## src/rtl/ifetch_queue_pkg.sv

```systemverilog
// Shared constants for the instruction-fetch queue: default widths, depth,
// reset PC and the fixed instruction size.
package ifetch_queue_pkg;
  localparam int          A_WIDTH_DEF  = 32;
  localparam int          D_WIDTH_DEF  = 32;
  localparam int          DEPTH_DEF    = 4;
  localparam logic [31:0] RESET_PC_DEF = 32'h0000_0000;
  localparam int          INSTR_BYTES  = 4;
endpackage

```

## src/rtl/fetch_fifo.sv

```systemverilog
// Synchronous FIFO with a synchronous flush and an occupancy count.
// Flush clears pointers and count only; storage is cleared by rst alone.
module fetch_fifo
  import ifetch_queue_pkg::*;
#(
  parameter int W     = A_WIDTH_DEF + D_WIDTH_DEF,
  parameter int DEPTH = DEPTH_DEF
) (
  input  logic                     clk,
  input  logic                     rst,
  input  logic                     flush,
  input  logic                     push,
  input  logic [W-1:0]             push_data,
  input  logic                     pop,
  output logic [W-1:0]             pop_data,
  output logic [$clog2(DEPTH):0]   count
);
  localparam int PW = $clog2(DEPTH);
  localparam int CW = PW + 1;

  logic [W-1:0]  mem_q [DEPTH];
  logic [W-1:0]  mem_d [DEPTH];
  logic [PW-1:0] wr_ptr_q, wr_ptr_d;
  logic [PW-1:0] rd_ptr_q, rd_ptr_d;
  logic [CW-1:0] count_q, count_d;

  always_comb begin
    mem_d    = mem_q;
    wr_ptr_d = wr_ptr_q;
    rd_ptr_d = rd_ptr_q;
    count_d  = count_q;
    if (flush) begin
      wr_ptr_d = '0;
      rd_ptr_d = '0;
      count_d  = '0;
    end else begin
      if (push) begin
        mem_d[wr_ptr_q] = push_data;
        wr_ptr_d        = wr_ptr_q + PW'(1);
      end
      if (pop) rd_ptr_d = rd_ptr_q + PW'(1);
      count_d = count_q + CW'(push) - CW'(pop);
    end
  end

  always_ff @(posedge clk or posedge rst) begin
    if (rst) begin
      for (int i = 0; i < DEPTH; i++) mem_q[i] <= '0;
      wr_ptr_q <= '0;
      rd_ptr_q <= '0;
      count_q  <= '0;
    end else begin
      mem_q    <= mem_d;
      wr_ptr_q <= wr_ptr_d;
      rd_ptr_q <= rd_ptr_d;
      count_q  <= count_d;
    end
  end

  assign pop_data = mem_q[rd_ptr_q];
  assign count    = count_q;
endmodule

```

## src/rtl/ifetch_queue.sv

```systemverilog
// Decoupled fetch front end: sequential fetch address generation into a
// 1-cycle synchronous imem, with returned words queued alongside their PC.
module ifetch_queue
  import ifetch_queue_pkg::*;
#(
  parameter int                 A_WIDTH  = A_WIDTH_DEF,
  parameter int                 D_WIDTH  = D_WIDTH_DEF,
  parameter int                 DEPTH    = DEPTH_DEF,
  parameter logic [A_WIDTH-1:0] RESET_PC = A_WIDTH'(RESET_PC_DEF)
) (
  input  logic                   clk,
  input  logic                   rst,
  output logic                   imem_req,
  output logic [A_WIDTH-1:0]     imem_addr,
  input  logic [D_WIDTH-1:0]     imem_rdata,
  input  logic                   redirect_valid,
  input  logic [A_WIDTH-1:0]     redirect_pc,
  input  logic                   dec_ready,
  output logic                   instr_valid,
  output logic [D_WIDTH-1:0]     instr_out,
  output logic [A_WIDTH-1:0]     pc_out,
  output logic [$clog2(DEPTH):0] q_count
);
  localparam int              CW      = $clog2(DEPTH) + 1;
  localparam logic [CW:0]     DEPTH_W = (CW+1)'(DEPTH);

  logic [A_WIDTH-1:0] fetch_pc_q, fetch_pc_d;
  logic [A_WIDTH-1:0] req_pc_q, req_pc_d;
  logic               resp_pending_q, resp_pending_d;
  logic [CW-1:0]      count;
  logic [CW:0]        occupancy;
  logic               issue, push, pop;
  logic [A_WIDTH+D_WIDTH-1:0] head;

  // Credit the in-flight response so the queue can never be overrun;
  // a same-cycle dequeue is deliberately not counted as free space.
  assign occupancy = {1'b0, count} + {{CW{1'b0}}, resp_pending_q};
  assign issue     = !rst && !redirect_valid && (occupancy < DEPTH_W);

  // Decode handshake: a word transfers on a cycle where instr_valid && dec_ready.
  // instr_valid never depends on dec_ready; a redirect suppresses it.
  assign instr_valid = (count != '0) && !redirect_valid;
  assign pop         = instr_valid && dec_ready;
  assign push        = resp_pending_q && !redirect_valid;

  always_comb begin
    fetch_pc_d     = fetch_pc_q;
    req_pc_d       = req_pc_q;
    resp_pending_d = issue;
    if (redirect_valid) begin
      fetch_pc_d = redirect_pc & ~A_WIDTH'(INSTR_BYTES - 1);
    end else if (issue) begin
      fetch_pc_d = fetch_pc_q + A_WIDTH'(INSTR_BYTES);
      req_pc_d   = fetch_pc_q;
    end
  end

  always_ff @(posedge clk or posedge rst) begin
    if (rst) begin
      fetch_pc_q     <= RESET_PC;
      req_pc_q       <= '0;
      resp_pending_q <= 1'b0;
    end else begin
      fetch_pc_q     <= fetch_pc_d;
      req_pc_q       <= req_pc_d;
      resp_pending_q <= resp_pending_d;
    end
  end

  fetch_fifo #(
    .W     (A_WIDTH + D_WIDTH),
    .DEPTH (DEPTH)
  ) u_fifo (
    .clk       (clk),
    .rst       (rst),
    .flush     (redirect_valid),
    .push      (push),
    .push_data ({req_pc_q, imem_rdata}),
    .pop       (pop),
    .pop_data  (head),
    .count     (count)
  );

  assign imem_req  = issue;
  assign imem_addr = fetch_pc_q;
  assign pc_out    = head[A_WIDTH+D_WIDTH-1:D_WIDTH];
  assign instr_out = head[D_WIDTH-1:0];
  assign q_count   = count;
endmodule

```

## config.mk

```make
export PLATFORM = sky130hd
export DESIGN_NAME = ifetch_queue
export DESIGN_NICKNAME = d
export VERILOG_FILES = /design/src/rtl/ifetch_queue_pkg.sv /design/src/rtl/fetch_fifo.sv /design/src/rtl/ifetch_queue.sv
export SDC_FILE = /design/constraint.sdc
export NUM_CORES = 1
export LEC_CHECK = 0
export ABC_AREA = 1
export CAP_MARGIN = 0
export CORE_UTILIZATION = 53
export CTS_BUF_LIST = sky130_fd_sc_hd__clkbuf_8
export DETAILED_ROUTE_END_ITERATION = 8
export PLACE_DENSITY = 0.79
export SYNTH_ARGS = -nofsm -noshare
export SYNTH_HDL_FRONTEND = slang
export SYNTH_HIERARCHICAL = 1
export SYNTH_SLANG_ARGS = --single-unit
export TNS_END_PERCENT = 10
```

## constraint.sdc

```tcl
create_clock -name clk -period 7.6 [get_ports clk]
set_input_delay 0.76 -clock clk [delete_from_list [all_inputs] [get_ports clk]]
set_output_delay 0.76 -clock clk [all_outputs]
set_load 0.02 [all_outputs]
```

# Yosys cells after proc, flatten, opt, wreduce, memory -nomap -nowiden
# Index checks and enable logic that the tools add are counted.
[word_totals]
regBits = 328
inputBits = 68
elab_cells = 50
out_inout_bits = 101
[op_classes]
order_cmp = 4
muxes = 13
add_sub_neg = 6
n_bitwise = 3
reduce_logical = 14
[ops]
columns = ["operator", "n"]
rows = [
  ["bitwise mux 256 bit", 1],
  ["2-to-1 mux 64 bit", 3],
  ["binary-select mux 64 bit (select 2 bit)", 1],
  ["demux 64 bit (select 2 bit)", 1],
  ["2-to-1 mux 32 bit", 2],
  ["adder 32 x 3 -> 32 bit (second input constant)", 1],
  ["2-to-1 mux 2 bit", 4],
  ["greater-or-equal comparator 3 bit (second input constant)", 2],
  ["logical AND 1 bit", 6],
  ["NOT 2 -> 3 bit", 2],
  ["nonzero test 2 bit", 3],
  ["adder 2 x 1 -> 2 bit (second input constant)", 2],
  ["adder 3 x 1 -> 4 bit", 1],
  ["< comparator 4 x 3 -> 1 bit (second input constant)", 1],
  ["AND reduction 2 bit", 2],
  ["adder 3 x 1 -> 3 bit", 1],
  ["< comparator 3 x 1 -> 1 bit (second input constant)", 1],
  ["2-to-1 mux 3 bit", 1],
  ["nonzero test 3 bit", 1],
  ["subtractor 3 x 1 -> 3 bit", 1],
  ["logical NOT 1 bit", 2],
  ["NOT 1 bit", 1],
]

# Depth between registers and ports, before layout
# Gate-level depths: netlist of run 1.
[logic_depth]
word_depth = 6
mapped_depth = 11
mapped_depth_nobuf = 11

# By module
# Netlist of run 1, hierarchy kept.
[modules_own_cells]
columns = ["mod", "cells_per_inst", "n_inst", "area_per_inst_um2"]
rows = [
  ["fetch_fifo", 1429, 1, 11878.9],
  ["ifetch_queue", 429, 1, 3248.1],
]

# Worst setup path before layout of run 1
# Ideal clock, no wire load.
[synth_path]
path_kind = "in2reg"
from = "in redirect_valid"
to = "reg u_fifo.count_q[2] (netlist: u_fifo/count[2])"
path_stages = 10
t_arrival_ns = 2.513
path_buffers = 1
slack_ns = 4.968
required_time_ns = 7.481
path_cell_list = "buf_4 a21oi_1 and2_1 ha_1 inv_1 ha_1 inv_1 fa_1 a21oi_1 nor2_1"
[synth_via]
elab_chain_len = 5
elab_cells_between_ends = 7
[synth_lines]
columns = ["item", "line_no", "rtl"]
rows = [
  ["start, declared", "ifetch_queue.sv:16", "input logic redirect_valid,"],
  ["logical NOT 1 bit", "ifetch_queue.sv:42", "assign instr_valid = (count != '0) && !redirect_valid;"],
  ["logical AND 1 bit", "ifetch_queue.sv:42", ""],
  ["via instr_valid", "ifetch_queue.sv:19", "output logic instr_valid,"],
  ["logical AND 1 bit", "ifetch_queue.sv:43", "assign pop = instr_valid && dec_ready;"],
  ["via pop", "ifetch_queue.sv:32", "logic issue, push, pop;"],
  ["subtractor 3 x 1 -> 3 bit", "fetch_fifo.sv:42", "count_d = count_q + CW'(push) - CW'(pop);"],
  ["2-to-1 mux 3 bit", "fetch_fifo.sv:32", "if (flush) begin"],
  ["via u_fifo.count_d[2]", "fetch_fifo.sv:25", "logic [CW-1:0] count_q, count_d;"],
  ["end signal, assigned", "fetch_fifo.sv:56", "count_q <= count_d;"],
  ["end, declared", "fetch_fifo.sv:25", ""],
]
# The timed path passes the listed nets, and every way through them passes these cells.
# A chain may end at the register's enable or synchronous reset.

# Worst setup path after layout of run 1
[layout_path]
from = "in redirect_valid"
to = "out imem_req"
[layout_via]
elab_chain_len = 3
[layout_lines]
columns = ["item", "line_no", "rtl"]
rows = [
  ["logical NOT 1 bit", "ifetch_queue.sv:38", "assign issue = !rst && !redirect_valid && (occupancy < DEPTH_W);"],
  ["logical AND 1 bit (2 in a row)", "ifetch_queue.sv:38", ""],
  ["end, declared", "ifetch_queue.sv:13", "output logic imem_req,"],
]
# Every way passes these cells.

==> results of run 1 <==
[power groups by stage]
| stage | Clock (uW) | Combinational (uW) | Sequential (uW) |
|---|---|---|---|
| after floorplan | 0 | 1030 | 2280 |
| after detailed placement | 0 | 1730 | 2340 |
| after global routing | 1620 | 1910 | 2370 |
| after global placement | 0 | 1690 | 2330 |
| final | 1500 | 1720 | 2320 |
| after CTS | 1540 | 1740 | 2320 |
[per-layer routing]
| metal | global-route usage (%) | up-vias | wire (um) |
|---|---|---|---|
| met5 | 0 | - | 0 |
| met1 | 33.5 | 5841 | 15400 |
| li1 | - | 6198 | - |
| met4 | 7.49 | 0 | 733 |
| met3 | 3.77 | 67 | 2000 |
| met2 | 39.2 | 416 | 15800 |
[through the flow]
step	cells	hold WS [ns]	instance area, sq um
final	2392	0.477	17900
after global placement	2298	0.460	16800
after detailed placement	2298	0.467	16800
after CTS	2392	0.482	17900
after global routing	2392	0.497	17900
after floorplan	1861	0.448	15100
[kinds of logic after synthesis]
group / after synthesis / share of synthesized area, %
AOI/OAI and AO/OA: 500 / 18.1
xor gates and xnor gates: 5 / 0.289
adders and majority gates: 8 / 0.711
buffers and inverters: 352 / 9.69
DFF: 324 / 53.6
other: 1 / 0.0248
and+or+nand+nor: 668 / 17.6
[area by class of cell]
cell class,instances,area (sq um),area share (%)
Clock buffer,70,963,5.38
Clock inverter,24,124,0.692
Inverter,237,895,5.00
Multi-Input combinational cell,1185,5590,31.2
Sequential cell,324,8120,45.3
Tap cell,378,473,2.64
Timing Repair Buffer,174,1740,9.73
[how the worst min path moves through the flow]
stage,start,end,slack (ns),depth (start not counted)
floorplan,u_fifo/mem_q[226],u_fifo/mem_q[226],0.45,2
global placement,u_fifo/mem_q[231],u_fifo/mem_q[231],0.46,2
detailed placement,req_pc_q[7],req_pc_q[7],0.47,2
CTS,u_fifo/mem_q[251],u_fifo/mem_q[251],0.48,2
global route,u_fifo/mem_q[207],u_fifo/mem_q[207],0.50,2
finish,req_pc_q[8],req_pc_q[8],0.48,2
[cells in the mapped netlist]
cell | instances | area [sq um]
sky130_fd_sc_hd__nand2_1 | 502 | 1880
sky130_fd_sc_hd__dfrtp_1 | 324 | 8110
sky130_fd_sc_hd__o21ai_0 | 322 | 1610
sky130_fd_sc_hd__inv_1 | 234 | 878
sky130_fd_sc_hd__nor2_1 | 98 | 368
sky130_fd_sc_hd__a21oi_1 | 69 | 345
sky130_fd_sc_hd__o211ai_1 | 69 | 518
sky130_fd_sc_hd__buf_2 | 55 | 275
sky130_fd_sc_hd__nand3_1 | 44 | 220
sky130_fd_sc_hd__clkbuf_2 | 24 | 120
sky130_fd_sc_hd__a22oi_1 | 22 | 165
sky130_fd_sc_hd__clkbuf_1 | 20 | 75.1
sky130_fd_sc_hd__o21ai_1 | 17 | 85.1
sky130_fd_sc_hd__buf_4 | 10 | 75.1
sky130_fd_sc_hd__ha_1 | 7 | 87.6
sky130_fd_sc_hd__nand4_1 | 6 | 37.5
sky130_fd_sc_hd__buf_1 | 5 | 18.8
sky130_fd_sc_hd__xor2_1 | 5 | 43.8
sky130_fd_sc_hd__nor2_2 | 4 | 25.0
sky130_fd_sc_hd__nor2_4 | 4 | 45.0
sky130_fd_sc_hd__nor3_1 | 4 | 20.0
sky130_fd_sc_hd__and2_1 | 2 | 12.5
sky130_fd_sc_hd__inv_2 | 2 | 7.51
sky130_fd_sc_hd__nand3_2 | 2 | 20.0
sky130_fd_sc_hd__a21oi_4 | 1 | 16.3
sky130_fd_sc_hd__buf_6 | 1 | 11.3
sky130_fd_sc_hd__clkinv_2 | 1 | 5.00
sky130_fd_sc_hd__conb_1 | 1 | 3.75
sky130_fd_sc_hd__fa_1 | 1 | 20.0
sky130_fd_sc_hd__nand3_4 | 1 | 17.5
sky130_fd_sc_hd__or2_2 | 1 | 6.26
[state kept, by name, summed over array words and instances, names as in the netlist]
name / count
imem_addr: 30
u_fifo/mem_q: 256
u_fifo/wr_ptr_q: 2
u_fifo/rd_ptr_q: 2
u_fifo/count: 3
resp_pending_q: 1
req_pc_q: 30
[layout by cell type (no fill, tap or decap), drive strengths merged]
cell type        n
a21oi           70
a22oi           22
and2             2
buf             10
bufinv           1
clkbuf          70
clkdlybuf4s50  164
clkinv           1
clkinvlp         3
conb             4
dfrtp          324
fa               1
ha               7
inv            256
nand2          502
nand3           47
nand4            6
nor2           106
nor3             4
o211ai          69
o21ai          339
or2              1
xor2             5
[critical path: stages]
cell and delay, ns:
sky130_fd_sc_hd__clkdlybuf4s50_1 0.40, sky130_fd_sc_hd__buf_4 0.28, sky130_fd_sc_hd__nor2_4 0.18, sky130_fd_sc_hd__nand3_4 0.47, sky130_fd_sc_hd__inv_2 0.72, sky130_fd_sc_hd__clkdlybuf4s50_1 0.73
==> impl_summary.txt, run 1 <==
----------------------------------------------------
[Pwr]
  Ratio of total power to cell area ... 310 nW/um^2
  Design Power ... 5550 uW
  Total internal power ... 3640 uW
  Fraction of power spent switching nets ... between 30% and 40%
  Sequential share of power ... 41.8%
  Static power due to leakage ... 0.00814 uW
  Worst-case vdd ir drop ... 0.000191 V
  Net Sw Power ... 1910 uW
  Logic gate share of total power ... 31.1%
  Clk network pwr share ... approximately 27%

[Clocking]
  Clock latency on the worst-skew pair ... just under 0.6 ns
  Postcts setup bufs ... 0
  Number of gates resized after CTS ... 0
  Clock buffer depth ... 3
  Max H-tree Level ... 2
  Clock slew at the register clock pins of the worst setup and hold paths ... around 0.06 ns
  Hold_buf cts ... 0
  Clock tree from TritonCTS ... yes
  Clock sink count ... around 320
  Total clock buffers created by CTS ... 53
  Clock root cell ... sky130_fd_sc_hd__clkbuf_8

[Run]
  Reported max-cap violation count ... 0

[Routing]
  DRC violation total after the first TritonRoute iteration ... 941
  Vias after detailed routing ... 12500
  Router iterations before antenna repair ... 5
  Average detailed-routed wire length per instance ... 14.2 um
  Number of design rule violations left after detail routing ... 0
  Remaining number of nets flagged by the antenna check after routing ... 0
  Mean number of vias per cell ... 5.23
  Post-detailed-routing wire length ... 34000 um

[STA]
  Final hold violation count ... 0
  Final number of max-transition violations ... 0
  Sum Neg Setup Slack ... 0 ns
  Normalized max-slew margin ... 27.5%
  Worst clock skew ... 0.0328 ns
  Fin worst setup slack ... approximately 3.3 ns
  Highest clock frequency the design can meet ... approximately 230 MHz
  Share of the clock period used by the worst path ... 57.0%
  Setup violation total in the final timing report ... 0
  Tightest Pin Transition ... 1.09 ns
  Final critical-path required period ... 4.33 ns
  Unrepaired setup endpoints after global routing ... no

[Layout]
  ANT cells ... 0
  Final Core Density ... 64.1%
  Share of final-layout standard cells stronger than drive strength 1 ... 5.31%
  Area added between synthesis and finish ... 18.4%
  Fill cell instance count of the final layout ... 2408
  Net total in the final layout ... ~2000

[Synth]
  Cell count after synthesis ... 1858
  Synthesized area per cell ... roughly 8 sq um
  Cell area after technology mapping ... 15100 sq um
  Portion of the post-synthesis area used by sequential elements ... 53.6%
  Yosys cell types ... 31
  Synth warnings ... 6
  Number of register bits inferred by synthesis ... 324

[Min path]
  Class of the tightest hold or removal check ... flop to flop

[Status]
  Status ... complete, no violations

[Global routing]
  Antenna violations before repair ... 0
  Number of global-route vias before repair ... approximately 12000
  Wire length of the first global-routing pass ... 57600 um
  Pin count of the biggest net entering global routing ... approximately 190
  Gr usage total ... 24.2%
  Total congestion overflow ... 0

[Die]
  Initial Util ... a little over half
  Area enclosed by the die boundary ... slightly below 30000 sq um
  Number of placed I/O pins ... 169
  Height of the die ... roughly 170 um
  Die width ... around 170 um
  Core Footprint ... 27900 sq um
  Row Count ... between 60 and 70

[Place]
  Gpl congestion ... 0.921
  Placement-stage worst setup slack ... 3.27 ns
  Final HPWL DP ... 20600 um
  Port bufs ... about 160

[Worst setup path]
  Critical path launch point type ... primary input
  Endpoint of the lowest-slack register-to-register path ... imem_addr[7]
  Critical path endpoint ... imem_req
  Critical path peak fanout ... 54
  Critical Path AT ... 3.57 ns
  R2R Path Start ... u_fifo/count[1]
  Endpoint kind of the worst setup timing path ... output port
  Launching element of the worst setup path ... redirect_valid
  Register-to-register setup slack ... 5.13 ns
  Required @ worst endpoint ... 6.84 ns
  Worst Setup Path Type ... primary input to output port
  R2R cell count ... 6

----------------------------------------------------
(Power assumes the default switching activity.)
==> run 2: changes to the inputs <==
CORE_UTILIZATION = 59   (was 53)
PLACE_DENSITY = 0.83   (was 0.79)
clock period = 4.1 ns   (was 7.6 ns; I/O delays follow)
==> run 2 against run 1 <==
Net effect:
- largest cell class unchanged
- die area down 10%
- core utilization up 6.8 points
- clock power up 75%
- combinational power up 88%
==> impl_summary.txt, run 2 (synthesis gave the netlist of run 1 again) <==
----------------------------------------------------
[Die]
  Area enclosed by the die boundary ... 26300 sq um (was 29200 sq um)
  Height of the die ... 162 um (was 171 um)
  Die width ... 162 um (was 171 um)
  Number of placed I/O pins ... 169 (unchanged)
  Core Footprint ... 25200 sq um (was 27900 sq um)
  Row Count ... 58 (was 61)
  Initial Util ... 60.1% (was 54.2%)

[Clocking]
  Clock root cell ... sky130_fd_sc_hd__clkbuf_8 (unchanged)
  Clock sink count ... 324 (unchanged)
  Postcts setup bufs ... 0 (unchanged)
  Total clock buffers created by CTS ... 53 (unchanged)
  Max H-tree Level ... 2 (unchanged)
  Clock latency on the worst-skew pair ... 0.58 ns (about the same)
  Hold_buf cts ... 0 (unchanged)
  Clock buffer depth ... 3 (unchanged)
  Number of gates resized after CTS ... 0 (unchanged)
  Clock slew at the register clock pins of the worst setup and hold paths ... 0.06 ns (about the same)
  Clock tree from TritonCTS ... yes (unchanged)

[Pwr]
  Worst-case vdd ir drop ... 0.000310 V (was 0.000191 V)
  Static power due to leakage ... 0.00815 uW (was 0.00814 uW)
  Ratio of total power to cell area ... 568 nW/um^2 (was 310 nW/um^2)

[Routing]
  Remaining number of nets flagged by the antenna check after routing ... 0 (unchanged)
  Vias after detailed routing ... 12800 (was 12500)
  Router iterations before antenna repair ... 5 (unchanged)
  Number of design rule violations left after detail routing ... 0 (unchanged)
  Average detailed-routed wire length per instance ... 14.4 um (was 14.2 um)
  Post-detailed-routing wire length ... 33900 um (was 34000 um)
  DRC violation total after the first TritonRoute iteration ... 1329 (was 941)
  Mean number of vias per cell ... 5.43 (was 5.23)

[STA]
  Setup violation total in the final timing report ... 0 (unchanged)
  Final critical-path required period ... about 3.2 ns
  Share of the clock period used by the worst path ... around four fifths
  Unrepaired setup endpoints after global routing ... no (unchanged)
  Final number of max-transition violations ... 0 (unchanged)
  Worst clock skew ... 0.0276 ns (was 0.0328 ns)
  Normalized max-slew margin ... 36.8% (was 27.5%)
  Tightest Pin Transition ... 0.948 ns (was 1.09 ns)
  Sum Neg Setup Slack ... 0 ns (unchanged)
  Final hold violation count ... 0 (unchanged)
  Highest clock frequency the design can meet ... 308 MHz

[Worst setup path]
  Critical Path AT ... 2.84 ns (was 3.57 ns)
  Launching element of the worst setup path ... u_fifo/rd_ptr_q[0] (was redirect_valid)
  Required @ worst endpoint ... 3.69 ns (was 6.84 ns)
  Worst Setup Path Type ... flop to output port (was primary input to output port)
  R2R cell count ... 11 (was 6)
  R2R Path Start ... u_fifo/count[2] (was u_fifo/count[1])
  Critical path peak fanout ... 96 (was 54)
  Critical path launch point type ... flop (was primary input)
  Endpoint kind of the worst setup timing path ... output port (unchanged)

[Global routing]
  Number of global-route vias before repair ... 12300 (was 11800)
  Wire length of the first global-routing pass ... 58700 um (was 57600 um)
  Pin count of the biggest net entering global routing ... 173 (was 192)
  Total congestion overflow ... 0 (unchanged)
  Gr usage total ... 27.3% (was 24.2%)
  Antenna violations before repair ... 0 (unchanged)

[Layout]
  Net total in the final layout ... 2060 (was 2051)
  ANT cells ... 0 (unchanged)
  Reg with most FFs ... u_fifo/mem_q (unchanged)
  Commonest non-fill, non-tap cells in the layout ... sky130_fd_sc_hd__nand2_1, sky130_fd_sc_hd__o21ai_0, sky130_fd_sc_hd__dfrtp_1, sky130_fd_sc_hd__inv_1, sky130_fd_sc_hd__clkdlybuf4s50_1 (unchanged)
  Area added between synthesis and finish ... 18.0% (was 18.4%)
  Share of final-layout standard cells stronger than drive strength 1 ... 5.55% (was 5.31%)
  Number of flip-flops in the largest register ... 256 (unchanged)
  Most common cell after layout, fill and taps aside ... sky130_fd_sc_hd__nand2_1 (unchanged)
  Final Core Density ... 70.9% (was 64.1%)
  Final std cell area, no fill ... 17900 sq um (about the same)

[Min path]
  Class of the tightest hold or removal check ... primary input to flop (was flop to flop)
  HP Start ... redirect_pc[12] (was req_pc_q[8])
  Hold path cells ... 3 (was 2)

[Place]
  Gpl congestion ... 0.932 (was 0.921)
  Final HPWL DP ... 21300 um (was 20600 um)
  Placement Cell Area ... 16900 sq um (was 16800 sq um)
  Port bufs ... 164 (unchanged)

[Status]
  Status ... complete, no violations (unchanged)

[Run]
  Reported max-cap violation count ... 0 (unchanged)

----------------------------------------------------
run 2: changes by cell type in the layout (fill, tap and decap cells not counted):
cell	before	now
sky130_fd_sc_hd__clkbuf_8	70	66
sky130_fd_sc_hd__buf_12	2	4
sky130_fd_sc_hd__buf_4	8	15
sky130_fd_sc_hd__clkinv_2	1	3
sky130_fd_sc_hd__clkinvlp_4	3	2
sky130_fd_sc_hd__bufinv_16	1	0
run 2: cell type report:
type,count,area [sq um]
repair buffers,183,1830
well taps,330,413
fillers,1924,7330
flip-flops and latches,324,8120
multi-input cells,1185,5590
clock buffers,66,908
inverters,237,895
clock inverters,24,96.3
run 2: power breakdown:
part / internal [uW] / switching (uW)
clock network: 1430 / 1190
logic: 1370 / 1860
registers: 3820 / 469
run 2: per-stage QoR:
stage	hold WS, ns	cells	worst slack (ns)	power (uW)
final	0.416	2349	0.853	10100
after global routing	0.413	2349	0.676	10800
after CTS	0.384	2349	0.819	10200
after detailed placement	0.468	2259	1.01	7570
after global placement	0.460	2259	1.03	7440
after floorplan	0.448	1861	0.220	6140
run 2: final timing paths:
kind,slack [ns],endpoint
min in group asynchronous,0.50,imem_addr[18]
min,0.42,imem_addr[12]
max in group asynchronous,2.46,u_fifo/mem_q[64]
max reg2reg,1.78,u_fifo/count[2]
min reg2reg,0.48,u_fifo/mem_q[224]
max,0.85,pc_out[7]
run 2: metal layers:
| metal | track usage [%] | part of all wire (%) |
|---|---|---|
| met2 | 44.2 | 47 |
| met1 | 38.3 | 45 |
| met3 | 3.88 | 6.1 |
| met4 | 8.10 | 1.9 |
| met5 | 0 | 0 |
run 2: critical path: stages (launching register included):
cell                              delay, ns
sky130_fd_sc_hd__dfrtp_4               0.92
sky130_fd_sc_hd__buf_12                0.41
sky130_fd_sc_hd__nand2_1               0.12
sky130_fd_sc_hd__o211ai_1              0.11
sky130_fd_sc_hd__nand2_1               0.10
sky130_fd_sc_hd__clkdlybuf4s50_1       0.55
==> run 3: changes to the inputs <==
clock period = 3.1 ns   (was 4.1 ns; I/O delays follow)
==> run 3 against run 2 <==
Net effect:
- design area grew 0.38%
- routed wire length grew 0.73%
- clock skew grew 0.0014 ns
- largest power group unchanged
- critical path type unchanged
- critical endpoint is now pc_out[9]
- highest routed layer unchanged
==> impl_summary.txt, run 3 (synthesis gave the netlist of run 1 again) <==
----------------------------------------------------
[Layout]
  Final Core Density ... 71.2% (was 70.9%)
  ANT cells ... 0 (unchanged)
  Number of flip-flops in the largest register ... 256 (unchanged)
  Reg with most FFs ... u_fifo/mem_q (unchanged)
  Non-filler instance count after layout ... 2352 (was 2349)
  Share of final-layout standard cells stronger than drive strength 1 ... 5.69% (was 5.55%)
  Area added between synthesis and finish ... 18.5% (was 18.0%)
  Fill cell instance count of the final layout ... 1916 (was 1924)
  Net total in the final layout ... 2062 (was 2060)
  Commonest non-fill, non-tap cells in the layout ... sky130_fd_sc_hd__nand2_1, sky130_fd_sc_hd__o21ai_0, sky130_fd_sc_hd__dfrtp_1, sky130_fd_sc_hd__inv_1, sky130_fd_sc_hd__clkdlybuf4s50_1 (unchanged)
  Most common cell after layout, fill and taps aside ... sky130_fd_sc_hd__nand2_1 (unchanged)

[Worst setup path]
  Endpoint kind of the worst setup timing path ... output port (unchanged)
  Required @ worst endpoint ... 2.79 ns (was 3.69 ns)
  Worst Setup Path Type ... flop to output port (unchanged)
  Critical path launch point type ... flop (unchanged)
  Buf+Inv Stages, Crit Path ... 2 (unchanged)
  Slowest Stage Delay on Critical Path ... 0.70 ns (was 0.92 ns)
  Slowest stage cell, crit path ... sky130_fd_sc_hd__dfrtp_4 (unchanged)
  Family with the most delay on the worst path ... buffers and inverters (unchanged)
  Critical Path AT ... 2.51 ns (was 2.84 ns)
  Worst-path cell chain ... buf_4 -> o211ai_1 -> nand2_1 -> clkdlybuf4s50_1 (was buf_12 -> nand2_1 -> o211ai_1 -> nand2_1 -> clkdlybuf4s50_1)
  Critical path peak fanout ... 29 (was 96)

[Pwr]
  Sequential share of power ... 42.0% (was 42.3%)
  Clk network pwr share ... 25.5% (was 25.9%)
  Ratio of total power to cell area ... 746 nW/um^2 (was 568 nW/um^2)
  Worst-case vdd ir drop ... 0.000418 V (was 0.000310 V)
  Static power due to leakage ... 0.00818 uW (was 0.00815 uW)
  Fraction of power spent switching nets ... 34.8% (was 34.7%)
  Net Sw Power ... 4660 uW (was 3520 uW)
  Logic gate share of total power ... 32.4% (was 31.8%)
  Total internal power ... 8720 uW (was 6620 uW)

[STA]
  Worst hold slack after final layout ... 0.235 ns (was 0.416 ns)
  Normalized max-slew margin ... 43.9% (was 36.8%)
  Sum Neg Setup Slack ... 0 ns (unchanged)
  Unrepaired setup endpoints after global routing ... no (unchanged)
  Final critical-path required period ... 2.82 ns
  Worst clock skew ... 0.0291 ns (was 0.0276 ns)
  Highest clock frequency the design can meet ... 354 MHz
  Final hold violation count ... 0 (unchanged)
  Final number of max-transition violations ... 0 (unchanged)
  Tightest Pin Transition ... 0.842 ns (was 0.948 ns)
  Share of the clock period used by the worst path ... 91.1%
  Setup violation total in the final timing report ... 0 (unchanged)

[Routing]
  Mean number of vias per cell ... 5.42 (was 5.43)
  Average detailed-routed wire length per instance ... 14.5 um (was 14.4 um)
  Router iterations before antenna repair ... 6 (was 5)
  Remaining number of nets flagged by the antenna check after routing ... 0 (unchanged)
  Vias after detailed routing ... 12800 (about the same)
  Number of design rule violations left after detail routing ... 0 (unchanged)
  Post-detailed-routing wire length ... 34200 um (was 33900 um)
  DRC violation total after the first TritonRoute iteration ... 1079 (was 1329)

[Die]
  Core Footprint ... 25200 sq um (unchanged)
  Die width ... 162 um (unchanged)
  Height of the die ... 162 um (unchanged)
  Initial Util ... 60.1% (unchanged)
  Area enclosed by the die boundary ... 26300 sq um (unchanged)
  Row Count ... 58 (unchanged)
  Number of placed I/O pins ... 169 (unchanged)

[Clocking]
  Postcts setup bufs ... 0 (unchanged)
  Clock buffer depth ... 3 (unchanged)
  Clock sink count ... 324 (unchanged)
  Number of gates resized after CTS ... 0 (unchanged)
  Hold_buf cts ... 0 (unchanged)
  Clock tree from TritonCTS ... yes (unchanged)
  Clock latency on the worst-skew pair ... 0.57 ns (was 0.58 ns)
  Clock slew at the register clock pins of the worst setup and hold paths ... 0.06 ns (about the same)
  Total clock buffers created by CTS ... 51 (was 53)
  Max H-tree Level ... 2 (unchanged)
  Clock root cell ... sky130_fd_sc_hd__clkbuf_8 (unchanged)

[Global routing]
  Gr usage total ... 26.7% (was 27.3%)
  Number of global-route vias before repair ... 12000 (was 12300)
  Pin count of the biggest net entering global routing ... 105 (was 173)
  Antenna violations before repair ... 0 (unchanged)
  Wire length of the first global-routing pass ... 57600 um (was 58700 um)
  Total congestion overflow ... 0 (unchanged)

[Run]
  Reported max-cap violation count ... 0 (unchanged)

[Place]
  Final HPWL DP ... 20800 um (was 21300 um)
  Gpl congestion ... 0.919 (was 0.932)
  Port bufs ... 164 (unchanged)
  Placed cell count ... 2262 (was 2259)

[Status]
  Status ... complete, no violations (unchanged)

[Min path]
  Class of the tightest hold or removal check ... primary input to asynchronous set/reset pin (was primary input to flop)

----------------------------------------------------
-- run 3: layout make-up --
class | instances | area, sq um | share of cell area (%)
inverter | 237 | 895 | 4.99
multi-input combinational | 1185 | 5590 | 31.2
tap | 330 | 413 | 2.30
sequential | 324 | 8120 | 45.3
timing repair buffer | 187 | 1930 | 10.8
clock inverter | 25 | 98.8 | 0.551
clock buffer | 64 | 881 | 4.91
-- run 3: power by group through the flow --
stage / sequential [uW] / clock (uW) / combinational, uW
after floorplan: 5600 / 0 / 2530
after global placement: 5640 / 0 / 4230
after detailed placement: 5680 / 0 / 4340
after CTS: 5610 / 3480 / 4360
after global routing: 5730 / 3680 / 4810
final: 5620 / 3420 / 4340
-- run 3: worst paths after layout --
path                               startpoint                  to  slack [ns]  cells after the start
hold reg to reg             u_fifo/mem_q[236]   u_fifo/mem_q[236]        0.48                      2
max in group asynchronous                 rst   u_fifo/mem_q[133]        2.05                      3
setup reg to reg              u_fifo/count[1]     u_fifo/count[2]        0.88                     11
min in group clk               redirect_pc[8]        imem_addr[8]        0.32                      3
hold / removal                            rst  u_fifo/wr_ptr_q[1]        0.23                      2
setup / recovery           u_fifo/rd_ptr_q[1]           pc_out[9]        0.28                      4
-- run 3: routing by layer --
layer | GRT usage, % | wire [um]
met1 | 37.7 | 15200
met2 | 42.5 | 16200
met3 | 4.19 | 2100
met4 | 8.28 | 659
met5 | 0 | 0
-- run 3: through the flow --
step | instance area [sq um] | setup slack, ns | power (uW)
after global placement | 16900 | 0.661 | 9880
after floorplan | 15100 | -0.680 | 8130
final | 17900 | 0.277 | 13400
after global routing | 17900 | 0.149 | 14200
after CTS | 17900 | 0.0420 | 13500
after detailed placement | 16900 | 0.621 | 10000
